===== config.mk =====
export PLATFORM = sky130hd
export DESIGN_NAME = ccff_loader
export DESIGN_NICKNAME = d
export VERILOG_FILES = /design/src/rtl/ccff_loader.sv
export SDC_FILE = /design/constraint.sdc
export NUM_CORES = 1
export LEC_CHECK = 0
export ABC_CLOCK_PERIOD_IN_PS = 1950
export CORE_MARGIN = 1
export CORE_UTILIZATION = 30
export DETAILED_ROUTE_END_ITERATION = 8
export GPL_TIMING_DRIVEN = 0
export SYNTH_ARGS = -nofsm -noshare
export SYNTH_HDL_FRONTEND = slang
export SYNTH_SLANG_ARGS = --single-unit

===== constraint.sdc =====
create_clock -name prog_clk -period 1.95 [get_ports prog_clk]
set_input_delay 0.2925 -clock prog_clk [delete_from_list [all_inputs] [get_ports prog_clk]]
set_output_delay 0.2925 -clock prog_clk [all_outputs]
set_load 0.01 [all_outputs]

===== src/rtl/ccff_loader.sv =====
// ccff_loader: accepts configuration words over valid/ready and shifts CHAIN_LEN bits
// MSB-first onto a config flip-flop chain. CCFF_LOADER_CRC_EN adds a CRC-16-CCITT output.
module ccff_loader #(
  parameter int WORD_W    = 32,
  parameter int CHAIN_LEN = 48
) (
  input  logic              prog_clk,
  input  logic              pReset_n,
  input  logic              cfg_start,
  input  logic [WORD_W-1:0] cfg_data,
  input  logic              cfg_valid,
  output logic              cfg_ready,
  output logic              ccff_head,
  output logic              ccff_shift_en,
  output logic              cfg_busy,
  output logic              cfg_done
`ifdef CCFF_LOADER_CRC_EN
  ,
  output logic [15:0]       cfg_crc
`endif
);

  localparam int BIT_W  = $clog2(CHAIN_LEN + 1);
  localparam int WBIT_W = $clog2(WORD_W);
  localparam logic [BIT_W-1:0]  LAST_BIT  = BIT_W'(CHAIN_LEN - 1);
  localparam logic [WBIT_W-1:0] LAST_WBIT = WBIT_W'(WORD_W - 1);

  typedef enum logic [1:0] {
    IDLE,
    FETCH,
    SHIFT,
    DONE
  } state_e;

  state_e            state_q,    state_d;
  logic [WORD_W-1:0] shreg_q,    shreg_d;
  logic [BIT_W-1:0]  bitcnt_q,   bitcnt_d;
  logic [WBIT_W-1:0] wbit_q,     wbit_d;
  logic              ready_q,    ready_d;
  logic              head_q,     head_d;
  logic              shift_en_q, shift_en_d;
  logic              busy_q,     busy_d;
  logic              done_q,     done_d;

`ifdef CCFF_LOADER_CRC_EN
  logic [15:0]       crc_q,      crc_d;

  function automatic logic [15:0] crc_step(input logic [15:0] crc, input logic bit_in);
    logic fb;
    fb = crc[15] ^ bit_in;
    return {crc[14:0], 1'b0} ^ (fb ? 16'h1021 : 16'h0000);
  endfunction
`endif

  // Outputs are computed one cycle ahead so the bit shown on ccff_head is the
  // one whose index bitcnt_q/wbit_q currently hold; the shift register keeps
  // only the bits still to be shown.
  always_comb begin
    state_d    = state_q;
    shreg_d    = shreg_q;
    bitcnt_d   = bitcnt_q;
    wbit_d     = wbit_q;
    ready_d    = ready_q;
    head_d     = head_q;
    shift_en_d = shift_en_q;
    busy_d     = busy_q;
    done_d     = done_q;
`ifdef CCFF_LOADER_CRC_EN
    crc_d      = crc_q;
    if (shift_en_q) begin
      crc_d = crc_step(crc_q, head_q);
    end
`endif

    case (state_q)
      IDLE, DONE: begin
        if (cfg_start) begin
          state_d  = FETCH;
          bitcnt_d = '0;
          done_d   = 1'b0;
          ready_d  = 1'b1;
          busy_d   = 1'b1;
`ifdef CCFF_LOADER_CRC_EN
          crc_d    = 16'hFFFF;
`endif
        end
      end

      FETCH: begin
        if (cfg_valid) begin
          state_d    = SHIFT;
          shreg_d    = cfg_data << 1;
          wbit_d     = '0;
          head_d     = cfg_data[WORD_W-1];
          shift_en_d = 1'b1;
          ready_d    = 1'b0;
        end
      end

      SHIFT: begin
        bitcnt_d = bitcnt_q + BIT_W'(1);
        wbit_d   = wbit_q + WBIT_W'(1);
        // Chain length ends the load even mid-word; leftover word bits are dropped.
        if (bitcnt_q == LAST_BIT) begin
          state_d    = DONE;
          shift_en_d = 1'b0;
          head_d     = 1'b0;
          busy_d     = 1'b0;
          done_d     = 1'b1;
        end else if (wbit_q == LAST_WBIT) begin
          state_d    = FETCH;
          shift_en_d = 1'b0;
          head_d     = 1'b0;
          ready_d    = 1'b1;
        end else begin
          head_d  = shreg_q[WORD_W-1];
          shreg_d = shreg_q << 1;
        end
      end

      default: begin
        state_d    = IDLE;
        ready_d    = 1'b0;
        head_d     = 1'b0;
        shift_en_d = 1'b0;
        busy_d     = 1'b0;
        done_d     = 1'b0;
      end
    endcase
  end

  always_ff @(posedge prog_clk or negedge pReset_n) begin
    if (!pReset_n) begin
      state_q    <= IDLE;
      shreg_q    <= '0;
      bitcnt_q   <= '0;
      wbit_q     <= '0;
      ready_q    <= 1'b0;
      head_q     <= 1'b0;
      shift_en_q <= 1'b0;
      busy_q     <= 1'b0;
      done_q     <= 1'b0;
`ifdef CCFF_LOADER_CRC_EN
      crc_q      <= 16'hFFFF;
`endif
    end else begin
      state_q    <= state_d;
      shreg_q    <= shreg_d;
      bitcnt_q   <= bitcnt_d;
      wbit_q     <= wbit_d;
      ready_q    <= ready_d;
      head_q     <= head_d;
      shift_en_q <= shift_en_d;
      busy_q     <= busy_d;
      done_q     <= done_d;
`ifdef CCFF_LOADER_CRC_EN
      crc_q      <= crc_d;
`endif
    end
  end

  assign cfg_ready     = ready_q;
  assign ccff_head     = head_q;
  assign ccff_shift_en = shift_en_q;
  assign cfg_busy      = busy_q;
  assign cfg_done      = done_q;
`ifdef CCFF_LOADER_CRC_EN
  assign cfg_crc       = crc_q;
`endif

endmodule


* After elaboration in Yosys (flattened, before gate mapping)
Cells that the tools add are included.
W data, S select, Z words.
** Operators by class
- Shift-type cells :: 0
- Div/mod/pow operators :: 0
- Bitwise gates (word level) :: 0
- Equality and inequality tests :: 12
- Magnitude comparators :: 0
- Reduce and logical (&&, ||, !) cells :: 11
- Mux-type cells :: 31
- Add/sub/neg operators :: 2
- $mul :: 0
** Operators by type and width (number)
- $mux W32 :: 3
- $pmux W32 S2 :: 1
- $mux W1 :: 13
- $ne A2 B2 Y1 const B :: 6
- $pmux W6 S2 :: 1
- $pmux W5 S2 :: 1
- $reduce_and A3 Y1 :: 3
- $mux W2 :: 4
- $pmux W1 S2 :: 4
- $reduce_and A4 Y1 :: 2
- $add A6 B1 Y6 const B :: 1
- $eq A6 B6 Y1 const B :: 1
- $mux W6 :: 1
- $pmux W2 S3 :: 1
- $add A5 B1 Y5 const B :: 1
- $eq A5 B5 Y1 const B :: 1
- $mux W5 :: 1
- $eq A2 B2 Y1 const B :: 2
- $reduce_and A2 Y1 :: 2
- $reduce_bool A2 Y1 :: 2
- $ne A3 B3 Y1 const B :: 1
- $pmux W1 S3 :: 1
- $eq A2 B1 Y1 const B :: 1
- $logic_not A2 Y1 :: 1
- $reduce_or A2 Y1 :: 1
** Storage, ports and cells
- Memory bits (writable) :: 0
- Output and inout bits :: 5
- Memories kept :: 0
- ROM bits :: 0
- Bits in registers :: 50
- Latch bits :: 0
- Word-level logic and storage cells :: 65

* Longest topological paths before layout
Gate-level depths: netlist (run 1).
- Depth in word-level cells :: 4
- Mapped depth :: 9
- Depth with buffers taken out :: 7

* Worst setup path before layout (run 1)
No wires, ideal clock.
- Kind :: reg-to-reg
- Start :: register wbit_q[0]
- End :: register shreg_q[2]
- Period minus slack after synthesis :: 1704 ps
- Data arrival time :: 1586 ps
- Path slack :: 246 ps
- Setup time :: 118 ps
- Buffers on the path :: 1
- Cell stages (with the launch flop) :: 9
- Data required time :: 1832 ps
- Cell sequence :: dfrtp_1 ha_1 and3_1 ha_1 inv_1 o2111ai_4 buf_6 o22ai_2 nor2_2
** Between the ends
- Longest elaborated chain between the ends :: 3
** Ends and longest elaborated chain
- start: declaration :: line 38 : logic [WBIT_W-1:0] wbit_q, wbit_d;
- start signal: assignment :: line 150 : wbit_q <= wbit_d;
- $eq A5 B5 Y1 :: line 110 : end else if (wbit_q == LAST_WBIT) begin
- $ne A2 B2 Y1 (no source line)
- $reduce_and A4 Y1 (no source line)
- end signal: assignment :: line 148 : shreg_q <= shreg_d;
- end: declaration :: line 36 : logic [WORD_W-1:0] shreg_q, shreg_d;
No other way between the ends.
A chain may end at the register's enable or synchronous reset.

* Final worst setup path (run 1)
- Start :: register wbit_q[0]
- End :: register shreg_q[4]
The elaborated chain is that of the path after synthesis.

==> results of run 1 <==
## cells in the final DEF (no fill, tap or decap), types with 4 or more instances in the layout
master | synthesis | routed
sky130_fd_sc_hd__clkbuf_1 | 7 | 7
sky130_fd_sc_hd__a22o_1 | 6 | 6
sky130_fd_sc_hd__a21oi_1 | 4 | 4
sky130_fd_sc_hd__dfrtp_1 | 49 | 49
sky130_fd_sc_hd__clkdlybuf4s50_1 | 0 | 38
sky130_fd_sc_hd__a31oi_1 | 30 | 30
sky130_fd_sc_hd__ha_1 | 6 | 5
sky130_fd_sc_hd__nand2_1 | 11 | 11
sky130_fd_sc_hd__nor2_2 | 9 | 9
sky130_fd_sc_hd__clkbuf_8 | 0 | 5
sky130_fd_sc_hd__buf_6 | 3 | 4
sky130_fd_sc_hd__mux2i_1 | 5 | 4
sky130_fd_sc_hd__o22ai_2 | 9 | 9
sky130_fd_sc_hd__nand2b_1 | 5 | 5
sky130_fd_sc_hd__inv_1 | 35 | 34
sky130_fd_sc_hd__nand3_1 | 8 | 8
sky130_fd_sc_hd__o22ai_1 | 22 | 22
sky130_fd_sc_hd__nor2_1 | 83 | 83
sky130_fd_sc_hd__buf_2 | 10 | 9
sky130_fd_sc_hd__o21ai_0 | 8 | 8
## metal layers
layer / track usage / up-vias
met5: 0 / -
met4: 0.0362 / 0
met3: 0.0246 / 6
met2: 0.241 / 74
met1: 0.206 / 1237
li1: - / 1266
## logic make-up after synthesis
family,share of synthesized area
AND/OR/NAND/NOR,0.193
AO/OA/AOI/OAI,0.241
buffers and inverters,0.0948
flip-flops,0.428
adder cells (fa/ha/maj),0.0262
multiplexers,0.0175
## area by class of cell
type | count | area, sq um
Clock inverter | 2 | 15.0
Sequential cell | 49 | 1230
Tap cell | 129 | 161
Buffer | 26 | 155
Clock buffer | 6 | 72.6
Timing Repair Buffer | 42 | 420
Inverter | 35 | 131
Fill cell | 935 | 5680
Multi-Input combinational cell | 230 | 1370
## flip-flops by register name (all words and copies together), names as in the netlist
signal and count:
shreg_q 31, cfg_done 1, cfg_busy 1, wbit_q 5
cfg_ready 1, bitcnt_q 6, state_q 2, ccff_head 1
ccff_shift_en 1
## worst max-delay path, cell delays in order (launching register included)
cell and delay (ns):
sky130_fd_sc_hd__dfrtp_1 0.41, sky130_fd_sc_hd__ha_2 0.21, sky130_fd_sc_hd__and3_1 0.18, sky130_fd_sc_hd__ha_1 0.22, sky130_fd_sc_hd__inv_2 0.10, sky130_fd_sc_hd__o2111ai_4 0.18
sky130_fd_sc_hd__buf_6 0.21, sky130_fd_sc_hd__o22ai_2 0.16, sky130_fd_sc_hd__nor2_2 0.04
## report_power, final
part	switching [W]	leakage (nW)	total [W]	internal, W
sequential	0.000304	0.562	0.00169	0.00139
combinational	0.00135	0.931	0.00233	0.000978
clock	0.000357	0.0374	0.000611	0.000254
## repair_timing
| action | 4_1_cts | 5_1_grt |
|---|---|---|
| endpoints found under the hold margin | 12 | 0 |
| endpoints found under the setup margin | 0 | 32 |
| hold buffers | 1 | 0 |
| resized for setup | 0 | 12 |
## path summary, 6_finish.rpt
check | from | depth (start not counted) | end | slack (ns)
setup / recovery | wbit_q[0] | 8 | shreg_q[4] | 0.13
hold / removal | cfg_valid | 4 | shreg_q[7] | 0.45
setup reg to reg | wbit_q[0] | 8 | shreg_q[4] | 0.13
hold reg to reg | cfg_done | 1 | cfg_done | 0.50
max in group asynchronous | pReset_n | 3 | bitcnt_q[4] | 0.90
min in group asynchronous | pReset_n | 2 | shreg_q[26] | 0.51
## per-stage QoR
step	setup slack [ns]	hold slack, ns	power [W]	std cells
2_1_floorplan	0.246	-0.00309	0.00337	340
3_3_place_gp	-0.983	0.472	0.00391	508
3_5_place_dp	0.0181	0.316	0.00399	509
4_1_cts	0.00310	0.424	0.00460	518
5_1_grt	0.00271	0.459	0.00504	519
6_report	0.127	0.451	0.00463	519
==> metrics.txt, run 1 <==
# TYPE chip_impl_metric gauge
chip_impl_metric{name="num_vias",unit=""} 2583
chip_impl_metric{name="power.density_cell_area",unit="nW/um^2"} 1300
chip_impl_metric{name="route.final.wire_length",unit="um"} 7000
chip_impl_metric{name="timing.final.hold_violations",unit=""} 0
chip_impl_metric{name="die_h",unit="um"} 99.7
chip_impl_info{name="synth.area.top_cells",value="sky130_fd_sc_hd__dfrtp_1 (43%), sky130_fd_sc_hd__nor2_1 (11%), sky130_fd_sc_hd__a31oi_1 (6.6%), sky130_fd_sc_hd__o22ai_1 (4.8%), sky130_fd_sc_hd__inv_1 (4.6%)"} 1
chip_impl_metric{name="avgViaCountPerCell",unit=""} 4.98
chip_impl_info{name="timing.setup.critical_path_class",value="flip-flop to flip-flop"} 1
chip_impl_metric{name="maxCapViolCount",unit=""} 0
chip_impl_metric{name="wire_length_of_the_first_global_routing_pass",unit="um"} 12000
chip_impl_metric{name="detail_route.wl_per_cell",unit="um"} 13.5
chip_impl_metric{name="tns",unit="ns"} 0
chip_impl_metric{name="synthesis.area",unit="sq um"} 2870
chip_impl_metric{name="place.gp.congestion",unit=""} 0.786
chip_impl_metric{name="num-nets-final",unit=""} 431
chip_impl_metric{name="antenna_found_initial",unit=""} 0
chip_impl_metric{name="grtUsageTotal",unit=""} 0.148
chip_impl_metric{name="layout_worst_path_cycle_share",unit=""} 0.935
chip_impl_metric{name="floorplan.io_pins",unit=""} 41
chip_impl_metric{name="yosysWarningCount",unit=""} 0
chip_impl_metric{name="bufs_on_longest_clock_path",unit=""} 2
chip_impl_info{name="synth_top_cells_by_count",value="sky130_fd_sc_hd__nor2_1 (83), sky130_fd_sc_hd__dfrtp_1 (49), sky130_fd_sc_hd__inv_1 (35)"} 1
chip_impl_metric{name="number_of_global_route_vias_before_repair",unit=""} 2486
chip_impl_metric{name="synth-edff-count",unit=""} 0
chip_impl_metric{name="worstSkewPairLatency",unit="ns"} 0.30
chip_impl_metric{name="ys_async_sr_fraction",unit=""} 1.00
chip_impl_metric{name="clk_transition_reported_paths",unit="ns"} 0.10
chip_impl_metric{name="areaGrowthSynthToFinish",unit="%"} 24.1
chip_impl_metric{name="post_dp_cell_area",unit="sq um"} 3430
chip_impl_metric{name="floorplan.initialDensity",unit=""} 0.310
chip_impl_metric{name="cts-htree-levels",unit=""} 2
chip_impl_metric{name="yosys.cell_types.count",unit=""} 35
chip_impl_info{name="worst_setup_path_end_kind",value="flip-flop"} 1
chip_impl_metric{name="syn_inst",unit=""} 340
chip_impl_metric{name="routed-wl-met2",unit="um"} 3290
chip_impl_metric{name="timing.final.setup_violations",unit=""} 0
chip_impl_info{name="holdCritPathClass",value="primary input to flip-flop"} 1
chip_impl_metric{name="finalCriticalPeriod",unit="ns"} 1.82
chip_impl_info{name="buffer_type_at_the_clock_tree_root",value="sky130_fd_sc_hd__clkbuf_8"} 1
chip_impl_metric{name="dieWidth",unit="um"} 99.7
chip_impl_metric{name="drt_drc_violations_left",unit=""} 0
chip_impl_info{name="maxUsedRoutingLayer",value="met4"} 1
chip_impl_info{name="setup_repair_after_global_routing_missed_its_margin",value="no"} 1
chip_impl_metric{name="post_route_antenna_net_violation_count",unit=""} 0
chip_impl_metric{name="worstMarginPinSlew",unit="ns"} 0.546
chip_impl_metric{name="placementRows",unit=""} 35
chip_impl_metric{name="max_slew_violation_total_from_the_final_report",unit=""} 0
chip_impl_metric{name="drive_above_1_share",unit=""} 0.131
chip_impl_metric{name="drt_iter0_drc",unit=""} 154
chip_impl_metric{name="globalRouteOverflowTotal",unit=""} 0
chip_impl_metric{name="critical_path_arrival",unit="ns"} 2.02
chip_impl_metric{name="peakVddDrop",unit="mV"} 0.507
chip_impl_metric{name="layout.core_utilization",unit=""} 0.385
chip_impl_metric{name="fp.coreArea",unit="sq um"} 9240
chip_impl_metric{name="met3WireLength",unit="um"} 261
chip_impl_info{name="synth.largest_area_cell",value="sky130_fd_sc_hd__dfrtp_1"} 1
chip_impl_metric{name="port_buffers",unit=""} 39
chip_impl_metric{name="cts.sink_count",unit=""} 49
chip_impl_metric{name="grt_max_degree",unit=""} 28
chip_impl_info{name="tritoncts",value="built"} 1
chip_impl_info{name="yosysMostFrequentCell",value="sky130_fd_sc_hd__nor2_1"} 1
chip_impl_metric{name="critical_path_peak_fanout",unit=""} 10
chip_impl_metric{name="relSlewSlack",unit=""} 0.632
chip_impl_metric{name="max_freq",unit="MHz"} 549
chip_impl_metric{name="skew_final",unit="ns"} 0.0117
chip_impl_metric{name="drt-pass1-iter-count",unit=""} 4
chip_impl_info{name="outcome",value="completed"} 1
chip_impl_info{name="critical_path_launch_point_type",value="flip-flop"} 1
chip_impl_metric{name="yosys_register_bits",unit=""} 49
chip_impl_metric{name="syn-num-nets",unit=""} 382
chip_impl_metric{name="place.detailed.hpwl",unit="um"} 4900
chip_impl_metric{name="post-route-cell-area",unit="sq um"} 3560
chip_impl_info{name="synth_flop_cell",value="sky130_fd_sc_hd__dfrtp_1"} 1
chip_impl_metric{name="post_synth.cell_area_avg",unit="sq um"} 8.43
chip_impl_metric{name="power.static_leakage",unit="nW"} 1.53
chip_impl_metric{name="fp.dieArea",unit="sq um"} 9950
chip_impl_metric{name="detail_route.wirelength.met1",unit="um"} 3390
chip_impl_metric{name="num_antenna_cells",unit=""} 0
chip_impl_metric{name="cts_inserted_buffers",unit=""} 5
chip_impl_metric{name="post_cts.repair.setup_buffers",unit=""} 0
chip_impl_metric{name="synth_top_area_frac",unit=""} 0.428
chip_impl_metric{name="cp_data_required_time",unit="ns"} 2.14
chip_impl_metric{name="proportion_of_synthesized_chip_area_in_sequential_cells",unit=""} 0.428
Power figures use the tool's default switching activity.
==> run 2, diff against run 1 <==
--- a/config.mk
+++ b/config.mk
@@ -8,6 +8,7 @@
 export ABC_CLOCK_PERIOD_IN_PS = 1950
 export CORE_MARGIN = 1
 export CORE_UTILIZATION = 30
+export CTS_CLUSTER_DIAMETER = 60
 export DETAILED_ROUTE_END_ITERATION = 8
 export GPL_TIMING_DRIVEN = 0
 export SYNTH_ARGS = -nofsm -noshare
==> results of run 2 <==
Final layout, timing and power as in run 1 (identical DEF).
==> run 3, diff against run 2 <==
--- a/config.mk
+++ b/config.mk
@@ -6,8 +6,9 @@
 export NUM_CORES = 1
 export LEC_CHECK = 0
 export ABC_CLOCK_PERIOD_IN_PS = 1950
+export CAP_MARGIN = 20
 export CORE_MARGIN = 1
-export CORE_UTILIZATION = 30
+export CORE_UTILIZATION = 25
 export CTS_CLUSTER_DIAMETER = 60
 export DETAILED_ROUTE_END_ITERATION = 8
 export GPL_TIMING_DRIVEN = 0
==> metrics.txt, run 3 (synthesized netlist as in run 1, its figures left out) <==
# TYPE chip_impl_metric gauge
chip_impl_metric{name="drt-pass1-iter-count",unit=""} 4
chip_impl_info{name="failed_checks",value="negative hold slack"} 1
chip_impl_metric{name="worstMarginPinSlew",unit="ns"} 0.565
chip_impl_metric{name="skew_final",unit="ns"} 0.00408
chip_impl_metric{name="wire_length_of_the_first_global_routing_pass",unit="um"} 12100
chip_impl_metric{name="areaGrowthSynthToFinish",unit="%"} 27.0
chip_impl_metric{name="grtUsageTotal",unit=""} 0.130
chip_impl_metric{name="tns",unit="ns"} 0
chip_impl_info{name="holdCritPathClass",value="primary input to asynchronous set/reset pin"} 1
chip_impl_metric{name="power_frac_seq",unit=""} 0.345
chip_impl_metric{name="antenna_found_initial",unit=""} 0
chip_impl_metric{name="worstSkewPairLatency",unit="ns"} 0.29
chip_impl_info{name="most_common_cell_after_layout_fill_and_taps_aside",value="sky130_fd_sc_hd__nor2_1"} 1
chip_impl_metric{name="grt_max_degree",unit=""} 28
chip_impl_metric{name="globalRouteOverflowTotal",unit=""} 0
chip_impl_metric{name="layout_worst_path_cycle_share",unit=""} 0.937
chip_impl_metric{name="floorplan.io_pins",unit=""} 41
chip_impl_info{name="worst_setup_path_end_kind",value="flip-flop"} 1
chip_impl_info{name="layout_top_registers",value="shreg_q (31), bitcnt_q (6), wbit_q (5)"} 1
chip_impl_metric{name="place.gp.congestion",unit=""} 0.772
chip_impl_metric{name="post-route-cell-area",unit="sq um"} 3640
chip_impl_metric{name="placementRows",unit=""} 38
chip_impl_metric{name="power.static_leakage",unit="nW"} 1.57
chip_impl_metric{name="largest_register_ffs",unit=""} 31
chip_impl_metric{name="fp.dieArea",unit="sq um"} 11900
chip_impl_metric{name="floorplan.initialDensity",unit=""} 0.261
chip_impl_metric{name="pre_cts_slack",unit="ns"} 0.0164
chip_impl_metric{name="clk_transition_reported_paths",unit="ns"} 0.07
chip_impl_metric{name="fin_hold_ws",unit="ns"} -0.0123
chip_impl_metric{name="global_route.usage.met3",unit=""} 0.0239
chip_impl_metric{name="layout_setup_ws",unit="ns"} 0.123
chip_impl_info{name="grt_most_used_layer",value="met2"} 1
chip_impl_metric{name="bufs_on_longest_clock_path",unit=""} 2
chip_impl_metric{name="die_h",unit="um"} 109
chip_impl_info{name="tritoncts",value="built"} 1
chip_impl_metric{name="relSlewSlack",unit=""} 0.619
chip_impl_metric{name="drt_iter0_drc",unit=""} 117
chip_impl_metric{name="critical_path_arrival",unit="ns"} 2.01
chip_impl_metric{name="drive_above_1_share",unit=""} 0.138
chip_impl_metric{name="power.combinational.fraction",unit=""} 0.477
chip_impl_metric{name="grtUsageMet2",unit=""} 0.204
chip_impl_metric{name="num-nets-final",unit=""} 433
chip_impl_metric{name="number_of_global_route_vias_before_repair",unit=""} 2513
chip_impl_info{name="top_register",value="shreg_q"} 1
chip_impl_metric{name="avgViaCountPerCell",unit=""} 4.89
chip_impl_metric{name="cts-htree-levels",unit=""} 2
chip_impl_metric{name="route.final.wire_length",unit="um"} 7160
chip_impl_metric{name="max_freq",unit="MHz"} 547
chip_impl_metric{name="max_slew_violation_total_from_the_final_report",unit=""} 0
chip_impl_metric{name="finalCriticalPeriod",unit="ns"} 1.83
chip_impl_metric{name="post_cts_hold_buffer_count",unit=""} 0
chip_impl_metric{name="maxCapViolCount",unit=""} 0
chip_impl_metric{name="post_dp_cell_area",unit="sq um"} 3450
chip_impl_metric{name="grt_util_met1",unit=""} 0.175
chip_impl_metric{name="power.density_cell_area",unit="nW/um^2"} 1350
chip_impl_metric{name="clock_power_share",unit=""} 0.178
chip_impl_metric{name="r2r_cells",unit=""} 8
chip_impl_metric{name="place.detailed.hpwl",unit="um"} 5000
chip_impl_info{name="outcome",value="finished, violations left"} 1
chip_impl_metric{name="critical_path_peak_fanout",unit=""} 6
chip_impl_metric{name="cts.sink_count",unit=""} 49
chip_impl_metric{name="timing.final.setup_violations",unit=""} 0
chip_impl_info{name="commonest_cells_after_routing_fill_and_taps_aside",value="sky130_fd_sc_hd__nor2_1 (83), sky130_fd_sc_hd__dfrtp_1 (49), sky130_fd_sc_hd__clkdlybuf4s50_1 (38)"} 1
chip_impl_metric{name="timing.final.hold_violations",unit=""} 15
chip_impl_metric{name="switching_share",unit=""} 0.414
chip_impl_metric{name="peakVddDrop",unit="mV"} 0.490
chip_impl_metric{name="port_buffers",unit=""} 39
chip_impl_info{name="timing.setup.critical_path_class",value="flip-flop to flip-flop"} 1
chip_impl_metric{name="drt_drc_violations_left",unit=""} 0
chip_impl_metric{name="num_antenna_cells",unit=""} 0
chip_impl_info{name="setup_repair_after_global_routing_missed_its_margin",value="no"} 1
chip_impl_info{name="critical_path_launch_point_type",value="flip-flop"} 1
chip_impl_metric{name="detail_route.wl_per_cell",unit="um"} 13.5
chip_impl_metric{name="post_route_antenna_net_violation_count",unit=""} 0
chip_impl_metric{name="fp.coreArea",unit="sq um"} 11000
chip_impl_metric{name="finalPower",unit="W"} 0.00491
chip_impl_metric{name="cp_data_required_time",unit="ns"} 2.13
chip_impl_metric{name="dieWidth",unit="um"} 109
chip_impl_metric{name="internal_power",unit="W"} 0.00288
chip_impl_metric{name="cts_inserted_buffers",unit=""} 5
chip_impl_metric{name="num_vias",unit=""} 2596
chip_impl_info{name="buffer_type_at_the_clock_tree_root",value="sky130_fd_sc_hd__clkbuf_16"} 1
chip_impl_metric{name="power.net_switching",unit="W"} 0.00203
[run 3: power groups by stage]
stage | logic, W | registers (W) | clock network [W]
global route | 0.00264 | 0.00175 | 0.000935
global placement | 0.00221 | 0.00169 | 0
detailed placement | 0.00229 | 0.00170 | 0
CTS | 0.00229 | 0.00168 | 0.000900
floorplan | 0.00173 | 0.00164 | 0
finish | 0.00234 | 0.00169 | 0.000874
[run 3: path summary, 6_finish.rpt]
check	startpoint	slack (ns)	end
min in group prog_clk	cfg_valid	0.46	shreg_q[1]
hold / removal	pReset_n	-0.01	bitcnt_q[0]
setup / recovery	wbit_q[0]	0.12	shreg_q[8]
hold reg to reg	cfg_done	0.49	cfg_done
max in group asynchronous	pReset_n	1.42	shreg_q[11]
setup reg to reg	wbit_q[0]	0.12	shreg_q[8]
[run 3: area by class of cell]
class / count / area, sq um
Multi-Input combinational cell: 230 / 1380
Timing Repair Buffer: 44 / 433
Tap cell: 140 / 175
Clock buffer: 7 / 143
Fill cell: 1147 / 7340
Inverter: 35 / 131
Buffer: 26 / 151
Sequential cell: 49 / 1230
[run 3: what timing repair did]
action,CTS,global route
buffers inserted,0,2
endpoints found under the setup margin,0,31
resized for setup,0,12
[run 3: stage by stage]
stage               utilization  cells  hold slack [ns]
floorplan                     -    340         -0.00309
global placement          0.312    519            0.476
detailed placement        0.314    520            0.320
CTS                       0.327    527           0.0122
global route              0.331    531           0.0333
finish                    0.331    531          -0.0123
[run 3: critical path, stage by stage (launching register included)]
cell and delay (ns):
sky130_fd_sc_hd__dfrtp_1 0.41, sky130_fd_sc_hd__ha_2 0.20, sky130_fd_sc_hd__and3_1 0.18, sky130_fd_sc_hd__ha_2 0.18, sky130_fd_sc_hd__inv_2 0.08, sky130_fd_sc_hd__o2111ai_4 0.20, sky130_fd_sc_hd__buf_4 0.22, sky130_fd_sc_hd__o22ai_1 0.16
sky130_fd_sc_hd__nor2_1 0.06
[run 3: layer usage]
layer / up-vias / share of wire / wire (um)
li1: 1274 / - / -
met1: 1255 / 0.48 / 3420
met2: 53 / 0.47 / 3340
met3: 14 / 0.037 / 263
met4: 0 / 0.020 / 140
met5: - / 0 / 0
